`src/rtl/ola_pkg.sv`:
```
// rtl/ola_pkg.sv - shared constants, state type and saturation helper for ola_synth128
//
// Purpose: frame geometry (N_FFT, HOP), sample width W, the controller state
// type and the 17-to-16 bit saturating narrow used on the overlap-add sum.
// Ports: none (package).

package ola_pkg;

  localparam int N_FFT = 128;
  localparam int HOP   = 64;
  localparam int W     = 16;

  typedef enum logic [1:0] {
    IDLE  = 2'd0,
    RUN   = 2'd1,
    FLUSH = 2'd2,
    DONE  = 2'd3
  } state_t;

  // The two top bits of a 17-bit sum disagree only on overflow; the MSB then
  // tells which rail to clamp to.
  function automatic logic signed [W-1:0] sat16(input logic signed [W:0] v);
    if (v[W] != v[W-1]) begin
      return v[W] ? 16'sh8000 : 16'sh7fff;
    end
    return v[W-1:0];
  endfunction

endpackage

```
`src/rtl/ola_tail_ram.sv`:
```
// rtl/ola_tail_ram.sv - 64 x 16 tail store with one write port and async read
//
// Purpose: holds the second half of the previous frame. Contents are never
// reset; the controller masks stale data with its tail_valid flag.
// Ports:
//   clock  in   write clock
//   we     in   write enable
//   waddr  in   6-bit write address
//   wdata  in   16-bit write data
//   raddr  in   6-bit read address
//   rdata  out  16-bit combinational read data

module ola_tail_ram
  import ola_pkg::*;
(
  input  logic         clock,
  input  logic         we,
  input  logic [5:0]   waddr,
  input  logic [W-1:0] wdata,
  input  logic [5:0]   raddr,
  output logic [W-1:0] rdata
);

  logic [W-1:0] mem [HOP];

  always_ff @(posedge clock) begin
    if (we) begin
      mem[waddr] <= wdata;
    end
  end

  assign rdata = mem[raddr];

endmodule

```
`src/rtl/ola_synth128.sv`:
```
// rtl/ola_synth128.sv - 128-point / hop-64 overlap-add synthesis with tail flush
//
// Purpose: adds the first half of each IFFT frame to the stored second half
// of the previous frame and emits 64 real samples per frame; on flush the
// last stored half is drained, then done pulses.
// Ports:
//   clock       in   rising-edge clock
//   reset       in   synchronous active-high reset
//   di_en       in   input sample strobe
//   di_re       in   16-bit signed real sample
//   di_im       in   16-bit imaginary sample (unused)
//   flush       in   end-of-stream pulse
//   dout        out  16-bit signed reconstructed sample (registered)
//   dout_valid  out  qualifies dout
//   done        out  one-cycle pulse after the final tail sample
//   busy        out  high while in RUN or FLUSH

module ola_synth128
  import ola_pkg::*;
#(
  parameter int SCALE_SHIFT = 0
) (
  input  logic         clock,
  input  logic         reset,
  input  logic         di_en,
  input  logic [W-1:0] di_re,
  input  logic [W-1:0] di_im,
  input  logic         flush,
  output logic [W-1:0] dout,
  output logic         dout_valid,
  output logic         done,
  output logic         busy
);

  state_t             state;
  logic [6:0]         k;
  logic [6:0]         fidx;
  logic               pending;
  logic               tail_valid;

  logic               accept;
  logic               we;
  logic [5:0]         raddr;
  logic [W-1:0]       rdata;
  logic signed [W-1:0] x;
  logic signed [W-1:0] tail_rd;
  logic signed [W:0]   sum;
  logic               unused_im;

  assign unused_im = ^di_im;

  always_comb begin
    x       = $signed(di_re) >>> SCALE_SHIFT;
    raddr   = (state == FLUSH) ? fidx[5:0] : k[5:0];
    tail_rd = tail_valid ? rdata : '0;
    sum     = {tail_rd[W-1], tail_rd} + {x[W-1], x};
    // A flush arriving at a frame boundary takes precedence over a sample in
    // the same cycle, so that sample is not consumed.
    accept  = di_en && (((state == IDLE) && !flush) ||
                        ((state == RUN) && !(flush && (k == 7'd0))));
    we      = accept && k[6];
  end

  ola_tail_ram u_tail (
    .clock (clock),
    .we    (we),
    .waddr (k[5:0]),
    .wdata (x),
    .raddr (raddr),
    .rdata (rdata)
  );

  always_ff @(posedge clock) begin
    if (reset) begin
      state      <= IDLE;
      k          <= '0;
      fidx       <= '0;
      pending    <= 1'b0;
      tail_valid <= 1'b0;
      dout       <= '0;
      dout_valid <= 1'b0;
      done       <= 1'b0;
      busy       <= 1'b0;
    end else begin
      dout_valid <= 1'b0;
      done       <= 1'b0;

      if (accept) begin
        k <= k + 7'd1;
        if (!k[6]) begin
          dout       <= sat16(sum);
          dout_valid <= 1'b1;
        end
        if (k == 7'd127) begin
          tail_valid <= 1'b1;
        end
      end

      case (state)
        IDLE: begin
          if (flush) begin
            state <= FLUSH;
            fidx  <= '0;
            busy  <= 1'b1;
          end else if (di_en) begin
            state <= RUN;
            busy  <= 1'b1;
          end
        end
        RUN: begin
          if (flush && (k == 7'd0)) begin
            state   <= FLUSH;
            fidx    <= '0;
            pending <= 1'b0;
          end else if (accept && (k == 7'd127) && (pending || flush)) begin
            state   <= FLUSH;
            fidx    <= '0;
            pending <= 1'b0;
          end else if (flush) begin
            pending <= 1'b1;
          end
        end
        FLUSH: begin
          // fidx runs one past the last tail entry so done lands the cycle
          // after the 64th output; with no stored frame it ends at once.
          if (!tail_valid || (fidx == 7'd64)) begin
            state <= DONE;
            done  <= 1'b1;
            busy  <= 1'b0;
          end else begin
            dout       <= rdata;
            dout_valid <= 1'b1;
            fidx       <= fidx + 7'd1;
          end
        end
        DONE: begin
          state      <= IDLE;
          k          <= '0;
          pending    <= 1'b0;
          tail_valid <= 1'b0;
        end
        default: state <= IDLE;
      endcase
    end
  end

endmodule
```
`config.mk`:
```
export PLATFORM = sky130hd
export DESIGN_NAME = ola_synth128
export DESIGN_NICKNAME = d
export VERILOG_FILES = /design/src/rtl/ola_pkg.sv /design/src/rtl/ola_tail_ram.sv /design/src/rtl/ola_synth128.sv
export SDC_FILE = /design/constraint.sdc
export NUM_CORES = 1
export LEC_CHECK = 0
export ABC_CLOCK_PERIOD_IN_PS = 5700
export BUFFER_PORTS_ARGS = -buffer_cell sky130_fd_sc_hd__buf_2
export CAP_MARGIN = 20
export CORE_ASPECT_RATIO = 0.75
export CORE_MARGIN = 2
export CORE_UTILIZATION = 35
export CTS_BUF_LIST = sky130_fd_sc_hd__clkbuf_4 sky130_fd_sc_hd__clkbuf_8 sky130_fd_sc_hd__clkbuf_16
export DETAILED_ROUTE_END_ITERATION = 12
export GPL_ROUTABILITY_DRIVEN = 0
export GPL_TIMING_DRIVEN = 0
export HOLD_SLACK_MARGIN = 0.12
export PLACE_DENSITY = 0.54
export SLEW_MARGIN = 20
export SYNTH_ARGS = -nofsm -noshare
export SYNTH_HDL_FRONTEND = slang
export SYNTH_SLANG_ARGS = --single-unit
```
`constraint.sdc`:
```
create_clock -name clock -period 5.7 [get_ports clock]
set_input_delay 0 -clock clock [delete_from_list [all_inputs] [get_ports clock]]
set_output_delay 0 -clock clock [all_outputs]
set_load 0.05 [all_outputs]
```
==> flow_metrics.py, run 1 <==
metrics = {
    "route": {
        "drc": 0,
        "routed-via-count": 23900,
        "violation_count_after_the_first_detailed_route_iteration": 3724,
        "avgViaCountPerCell": 5.73,
        "antenna_violating_nets_post_route": 0,
        "wirelength_mm": 132,
        "drt-wirelength-per-cell_um": 31.6,
        "drtPass1Iterations": 6,
    },
    "layout": {
        "syn_to_final_growth_pct": 17.9,
        "finish.utilization": 0.414,
        "fillers": 10700,
        "sequential_cell_area_mm2": 0.0315,
        "ratio_of_cells_with_drive_above_1_in_the_final_layout": 0.291,
        "finish.net_count": 2514,
        "multi_input_area_mm2": 0.0113,
    },
    "worst_setup_path": {
        "critical_path.max_stage_delay_ns": 0.70,
        "arrival_ns": 6.19,
        "timing_worst_setup_path_type": "flop to flop",
        "critPathLaunchType": "flop",
        "cpLargestDelayFamily": "compound AO/OA/AOI/OAI gates",
        "critical_path.slowest_cell": "sky130_fd_sc_hd__mux2i_1",
        "worst_ep_required_time_ns": 6.27,
        "path_cells": "inv_1, ha_2, clkbuf_4, mux2i_1, clkbuf_1, nor2_1, a221oi_1, o221a_2, nor2_1, ha_1, nor2b_1, a311oi_2, nand3b_1, a311o_2, clkbuf_4, a21oi_1, and3b_1",
        "endpoint_kind": "flop",
        "worstPathBufferInverterCount": 4,
        "crit_fanout": 10,
    },
    "timing": {
        "max-slew-margin-rel": 0.186,
        "achievable-frequency_ghz": 0.178,
        "final_min_period_over_clock_period": 0.986,
        "hold-worst-slack_ns": 0.362,
        "worst-slew-pin-transition_ns": 1.22,
        "setup_violations": 0,
        "timing.setup.tns_ns": 0,
        "final_hold_viol_count": 0,
        "drv_slew": 0,
        "timing.final.crit_period_ns": 5.62,
        "clock_skew_ns": 0.0316,
    },
    "place": {
        "detailedPlacementHpwl_mm": 86.2,
        "portBuffers": 38,
    },
    "min_path": {
        "class_of_the_tightest_hold_or_removal_check": "primary input to flop",
    },
    "clock_network": {
        "tritoncts.num_buffers": 106,
        "cts.clk_slew.worst_paths_ns": 0.06,
        "htree_levels": 3,
        "ctsRootBufferMaster": "sky130_fd_sc_hd__clkbuf_16",
        "cts_max_path_bufs": 3,
        "cts_tree": "yes",
        "cts_num_sinks": 1061,
        "clock_latency_ns": 0.68,
    },
    "die": {
        "die_area_mm2": 0.125,
        "core-area_mm2": 0.122,
        "fp.dieH_um": 307,
        "starting_density_of_the_core": 0.351,
        "die_width_um": 408,
        "fp-row-count": 111,
        "io-pin-count": 55,
    },
    "yosys": {
        "yosys.cell_count.top_type": "sky130_fd_sc_hd__edfxtp_1",
        "asyncSetResetFlopFracSynth": 0,
        "ys_types": 68,
        "post_synth_edffs": 1024,
        "synth_fp_nets": 2300,
        "number_of_synthesized_register_bits": 1061,
        "dominantRegCellSynth": "sky130_fd_sc_hd__edfxtp_1",
        "synth.top_cells.by_area": "sky130_fd_sc_hd__edfxtp_1 72%, sky130_fd_sc_hd__mux4_2 13%, sky130_fd_sc_hd__mux2i_1 2.0%",
        "synth_common_cells": "1024 x sky130_fd_sc_hd__edfxtp_1, 241 x sky130_fd_sc_hd__mux4_2, 181 x sky130_fd_sc_hd__nand2_1, 119 x sky130_fd_sc_hd__nor2_1, 84 x sky130_fd_sc_hd__mux2i_1",
        "syn_area_mm2": 0.0428,
        "synth_top_area_share": 0.719,
        "synth.avg_cell_area_um2": 19.1,
        "synth.largest_area_cell": "sky130_fd_sc_hd__edfxtp_1",
        "seq_area_frac_synth": 0.736,
        "synthCells": 2238,
        "synthesis.yosys.warnings": 0,
    },
    "global_route": {
        "grt_max_degree": 67,
        "grt_first_pass_wirelength_mm": 182,
        "number_of_global_route_vias_before_repair": 23100,
        "grt_total_usage": 0.208,
        "antenna_found_initial": 4,
        "grt.overflow.total": 0,
    },
    "run": {
        "drv.max_cap_violation_count": 0,
    },
    "pwr": {
        "power_uw": 17900,
        "power.density_cell_area_mw_per_mm2": 356,
        "peakVddDrop_uv": 264,
        "cell_leakage_power_uw": 0.0159,
    },
    "run_status": {
        "run_status": "complete, no violations",
    },
}
-- worst register-to-register path, cell delays in order (launching register included) --
cell and delay, ns:
sky130_fd_sc_hd__dfxtp_2 0.34, sky130_fd_sc_hd__inv_1 0.11, sky130_fd_sc_hd__ha_2 0.24, sky130_fd_sc_hd__clkbuf_4 0.26, sky130_fd_sc_hd__mux2i_1 0.70, sky130_fd_sc_hd__clkbuf_1 0.51, sky130_fd_sc_hd__nor2_1 0.33, sky130_fd_sc_hd__a221oi_1 0.59
sky130_fd_sc_hd__o221a_2 0.34, sky130_fd_sc_hd__nor2_1 0.06, sky130_fd_sc_hd__ha_1 0.38, sky130_fd_sc_hd__nor2b_1 0.19, sky130_fd_sc_hd__a311oi_2 0.32, sky130_fd_sc_hd__nand3b_1 0.12, sky130_fd_sc_hd__a311o_2 0.46, sky130_fd_sc_hd__clkbuf_4 0.22
sky130_fd_sc_hd__a21oi_1 0.17, sky130_fd_sc_hd__and3b_1 0.20
-- final cells by class --
class / instances / share of cell area
Antenna cell: 1 / 0.0000496
Buffer: 118 / 0.0227
Clock buffer: 140 / 0.0589
Clock inverter: 52 / 0.00948
Inverter: 15 / 0.00112
Multi-Input combinational cell: 1044 / 0.224
Sequential cell: 1061 / 0.625
Tap cell: 1638 / 0.0406
Timing Repair Buffer: 106 / 0.0186
-- registers in the layout, indices dropped and copies added (netlist names) --
register,count
tail_valid,1
fidx,7
dout,16
state,2
busy,1
done,1
k,7
dout_valid,1
pending,1
u_tail.mem,1024
-- per-layer routing --
metal | routed length (µm) | global-route usage | vias up
li1 | - | - | 9605
met1 | 58600 | 0.315 | 12700
met2 | 54800 | 0.291 | 1440
met3 | 14600 | 0.0585 | 203
met4 | 3700 | 0.0580 | 0
met5 | 0 | 0 | -
-- power by group --
| group | leakage (µW) | internal, µW | switching (µW) |
|---|---|---|---|
| Clock | 0.00173 | 4020 | 2940 |
| Sequential | 0.00950 | 8580 | 41.6 |
| Combinational | 0.00470 | 900 | 1460 |
-- stage by stage --
| step | instances | setup slack (ns) | cell area, µm² |
|---|---|---|---|
| final | 4175 | 0.0801 | 50400 |
| after global routing | 4174 | -0.0182 | 50400 |
| after CTS | 4155 | 0.0102 | 49900 |
| after detailed placement | 3939 | -1.51 | 45700 |
| after global placement | 3914 | -1.60 | 45000 |
| after floorplan | 2238 | 0.982 | 42800 |
-- cell families after synthesis --
family | after synthesis | share of synthesized area
multiplexers | 347 | 0.154
adder cells (fa/ha/maj) | 26 | 0.00778
XOR/XNOR | 18 | 0.00369
flip-flops | 1061 | 0.736
AO/OA/AOI/OAI | 215 | 0.0352
buffers and inverters | 133 | 0.0167
AND/OR/NAND/NOR | 438 | 0.0457
-- worst paths after layout --
kind	from	to	depth (start not counted)	slack (ns)
worst min register to register	pending$_SDFFE_PP0P_	pending$_SDFFE_PP0P_	2	0.50
worst max register to register	state[0]$_SDFFE_PP0P_	dout[8]$_SDFF_PP0_	17	0.08
worst min-delay path	flush	pending$_SDFFE_PP0P_	5	0.36
worst max-delay path	state[0]$_SDFFE_PP0P_	dout[8]$_SDFF_PP0_	17	0.08
-- cells in the final DEF (no fill, tap or decap), types with 10 or more instances in the layout --
| master | n |
|---|---|
| sky130_fd_sc_hd__edfxtp_1 | 1024 |
| sky130_fd_sc_hd__mux4_2 | 241 |
| sky130_fd_sc_hd__nand2_1 | 181 |
| sky130_fd_sc_hd__clkbuf_16 | 108 |
| sky130_fd_sc_hd__mux2i_1 | 65 |
| sky130_fd_sc_hd__nor2_1 | 55 |
| sky130_fd_sc_hd__buf_4 | 45 |
| sky130_fd_sc_hd__a21oi_1 | 45 |
| sky130_fd_sc_hd__nand3_1 | 43 |
| sky130_fd_sc_hd__nor2_4 | 40 |
| sky130_fd_sc_hd__buf_6 | 39 |
| sky130_fd_sc_hd__clkbuf_4 | 37 |
| sky130_fd_sc_hd__buf_2 | 37 |
| sky130_fd_sc_hd__dfxtp_1 | 36 |
| sky130_fd_sc_hd__and3_1 | 25 |
| sky130_fd_sc_hd__a211oi_1 | 24 |
| sky130_fd_sc_hd__nor2_2 | 24 |
| sky130_fd_sc_hd__ha_1 | 24 |
| sky130_fd_sc_hd__clkinv_2 | 21 |
| sky130_fd_sc_hd__dlygate4sd3_1 | 21 |
| sky130_fd_sc_hd__buf_8 | 19 |
| sky130_fd_sc_hd__clkinv_1 | 19 |
| sky130_fd_sc_hd__clkbuf_1 | 18 |
| sky130_fd_sc_hd__a31oi_1 | 18 |
| sky130_fd_sc_hd__buf_12 | 17 |
| sky130_fd_sc_hd__a22oi_1 | 15 |
| sky130_fd_sc_hd__inv_1 | 14 |
| sky130_fd_sc_hd__mux2_2 | 14 |
| sky130_fd_sc_hd__and2_1 | 14 |
| sky130_fd_sc_hd__xnor2_1 | 13 |
| sky130_fd_sc_hd__mux2i_4 | 12 |
| sky130_fd_sc_hd__o21ai_0 | 12 |
| sky130_fd_sc_hd__clkbuf_2 | 11 |
| sky130_fd_sc_hd__a21o_1 | 11 |
| sky130_fd_sc_hd__nor3_1 | 10 |
-- repair_timing --
item | in CTS | in global routing
hold buffers | 18 | 3
setup buffers | 6 | 16
resized for setup | 136 | 91
hold endpoints to repair | 852 | 192
pin swaps | 4 | 6
setup endpoints to repair | 16 | 15
gates cloned | 0 | 0
(Power assumes the default switching activity.)
==> run 2, diff against run 1 <==
--- a/config.mk
+++ b/config.mk
@@ -9,12 +9,11 @@
 export BUFFER_PORTS_ARGS = -buffer_cell sky130_fd_sc_hd__buf_2
 export CAP_MARGIN = 20
 export CORE_ASPECT_RATIO = 0.75
-export CORE_MARGIN = 2
+export CORE_MARGIN = 5
 export CORE_UTILIZATION = 35
 export CTS_BUF_LIST = sky130_fd_sc_hd__clkbuf_4 sky130_fd_sc_hd__clkbuf_8 sky130_fd_sc_hd__clkbuf_16
 export DETAILED_ROUTE_END_ITERATION = 12
 export GPL_ROUTABILITY_DRIVEN = 0
-export GPL_TIMING_DRIVEN = 0
 export HOLD_SLACK_MARGIN = 0.12
 export PLACE_DENSITY = 0.54
 export SLEW_MARGIN = 20
==> flow_metrics.py, run 2 (synthesis gave the netlist of run 1 again) <==
metrics = {
    "clock_network": {
        "cts.clk_slew.worst_paths_ns": 0.07,
        "ctsRootBufferMaster": "sky130_fd_sc_hd__clkbuf_16",
        "tritoncts.num_buffers": 104,
        "clock_latency_ns": 0.69,
        "cts_max_path_bufs": 3,
        "htree_levels": 3,
        "cts_num_sinks": 1061,
        "cts_tree": "yes",
    },
    "global_route": {
        "grt_max_degree": 66,
        "antenna_found_initial": 6,
        "grt.overflow.total": 0,
        "number_of_global_route_vias_before_repair": 22800,
        "grt_total_usage": 0.180,
        "grt_first_pass_wirelength_mm": 168,
    },
    "run_status": {
        "run_status": "complete, no violations",
    },
    "pwr": {
        "power.density_cell_area_mw_per_mm2": 352,
        "cell_leakage_power_uw": 0.0161,
        "internal_dissipation_uw": 13500,
        "power_frac_seq": 0.490,
        "comb_power_share": 0.114,
        "switching_power_uw": 4110,
        "clock_power_share": 0.396,
        "power_uw": 17600,
        "sw_frac_of_total": 0.234,
        "peakVddDrop_uv": 228,
    },
    "layout": {
        "final-instance-count-excl-fill": 4215,
        "fillers": 10700,
        "ratio_of_cells_with_drive_above_1_in_the_final_layout": 0.270,
        "layout.cells.most_common_list": "1024 x sky130_fd_sc_hd__edfxtp_1, 241 x sky130_fd_sc_hd__mux4_2, 182 x sky130_fd_sc_hd__buf_4, 181 x sky130_fd_sc_hd__nand2_1, 119 x sky130_fd_sc_hd__nor2_1",
        "syn_to_final_growth_pct": 16.8,
        "layout_commonest_cell": "sky130_fd_sc_hd__edfxtp_1",
        "largestRegisters": "u_tail.mem x1024, dout x16",
        "max_ffs_per_register": 1024,
        "finish.net_count": 2551,
        "register_ranked_first_by_flip_flop_count": "u_tail.mem",
        "finish.utilization": 0.410,
    },
    "worst_setup_path": {
        "timing_worst_setup_path_type": "flop to flop",
        "arrival_ns": 6.07,
        "crit_fanout": 13,
        "worst_ep_required_time_ns": 6.22,
        "critPathLaunchType": "flop",
        "endpoint_kind": "flop",
    },
    "die": {
        "io-pin-count": 55,
        "starting_density_of_the_core": 0.351,
        "die_width_um": 414,
        "fp.dieH_um": 313,
        "fp-row-count": 111,
        "die_area_mm2": 0.129,
        "core-area_mm2": 0.122,
    },
    "min_path": {
        "class_of_the_tightest_hold_or_removal_check": "primary input to flop",
    },
    "route": {
        "wirelength_mm": 118,
        "routed-via-count": 23100,
        "drc": 0,
        "avgViaCountPerCell": 5.48,
        "drtPass1Iterations": 6,
        "drt-wirelength-per-cell_um": 28.0,
        "violation_count_after_the_first_detailed_route_iteration": 2827,
        "antenna_violating_nets_post_route": 0,
    },
    "timing": {
        "timing.final.crit_period_ns": 5.55,
        "setup_violations": 0,
        "clock_skew_ns": 0.0189,
        "drv_slew": 0,
        "achievable-frequency_ghz": 0.180,
        "final_min_period_over_clock_period": 0.974,
        "final_hold_viol_count": 0,
        "worst-slew-pin-transition_ns": 1.08,
        "max-slew-margin-rel": 0.261,
        "timing.setup.tns_ns": 0,
    },
    "place": {
        "placed_cells_incl_taps": 3989,
        "detailedPlacementHpwl_mm": 72.4,
        "portBuffers": 38,
    },
    "run": {
        "drv.max_cap_violation_count": 0,
    },
}
## run 2: cell count changes in the layout (fill, tap and decap cells not counted), moves of 13 or more
cell,delta
sky130_fd_sc_hd__buf_6,-38
sky130_fd_sc_hd__a31oi_1,+13
sky130_fd_sc_hd__nor2_2,-24
sky130_fd_sc_hd__nor2_4,-40
sky130_fd_sc_hd__clkbuf_1,-18
sky130_fd_sc_hd__mux2i_1,+15
sky130_fd_sc_hd__nor2_1,+64
sky130_fd_sc_hd__buf_4,+137
sky130_fd_sc_hd__buf_8,-19
## run 2: path summary, 6_finish.rpt
kind	from	cells after the start	slack, ns	to
hold reg to reg	fidx[0]$_SDFFE_PP0P_	2	0.57	fidx[0]$_SDFFE_PP0P_
hold / removal	di_re[9]	2	0.18	u_tail.mem[17][9]$_DFFE_PP_
setup / recovery	k[1]$_SDFFE_PP0P_	19	0.15	dout[10]$_SDFF_PP0_
setup reg to reg	k[1]$_SDFFE_PP0P_	19	0.15	dout[10]$_SDFF_PP0_
## run 2: layout make-up
class	count	area [µm²]	area share
clock buffer	135	2890	0.0578
tap	1638	2050	0.0410
timing repair buffer	262	2190	0.0439
antenna	2	5.00	0.000100
clock inverter	57	568	0.0114
inverter	15	56.3	0.00113
multi-input combinational	1045	10700	0.214
sequential	1061	31500	0.631
## run 2: power by group through the flow
stage | clock (µW) | combinational [µW] | sequential, µW
3_5_place_dp | 0 | 1950 | 8790
2_1_floorplan | 0 | 1080 | 8850
3_3_place_gp | 0 | 1920 | 8780
6_report | 6960 | 2000 | 8620
5_1_grt | 7470 | 2130 | 8620
4_1_cts | 7120 | 1970 | 8620
## run 2: worst max-delay path, cell delays in order (launching register included)
cell and delay (ns):
sky130_fd_sc_hd__dfxtp_1 0.72, sky130_fd_sc_hd__mux2_8 0.46, sky130_fd_sc_hd__buf_4 0.18, sky130_fd_sc_hd__buf_4 0.19
sky130_fd_sc_hd__mux4_2 0.54, sky130_fd_sc_hd__nand2_1 0.08, sky130_fd_sc_hd__and3_1 0.31, sky130_fd_sc_hd__a311oi_1 0.17
sky130_fd_sc_hd__a31oi_1 0.25, sky130_fd_sc_hd__buf_4 0.18, sky130_fd_sc_hd__o22ai_1 0.08, sky130_fd_sc_hd__ha_1 0.24
sky130_fd_sc_hd__a21o_1 0.21, sky130_fd_sc_hd__or3_1 0.36, sky130_fd_sc_hd__o211ai_1 0.32, sky130_fd_sc_hd__nand3b_1 0.13
sky130_fd_sc_hd__a311o_2 0.48, sky130_fd_sc_hd__buf_4 0.20, sky130_fd_sc_hd__a31oi_1 0.17, sky130_fd_sc_hd__a211oi_1 0.07
## run 2: per-stage QoR
step                      hold WS, ns  cell area, µm²  worst slack (ns)
final                           0.182           49900             0.150
after global routing            0.165           49900           -0.0520
after CTS                       0.150           49800            0.0471
after detailed placement        0.345           46100            0.0782
after global placement          0.330           46100             0.115
after floorplan                0.0989           42800             0.982
## run 2: per-layer routing
layer  vias to the layer above  global-route usage  part of all wire
met3                       142              0.0401             0.086
met1                     12400               0.282              0.46
met2                       950               0.259              0.43
met4                         0              0.0344             0.018
li1                       9641                   -                 -
met5                         -                   0                 0
## run 2: repair_timing
item	in CTS	in global routing
hold endpoints to repair	392	0
hold buffers	21	0
resized for setup	0	13
buffers inserted	0	10
setup endpoints to repair	0	15
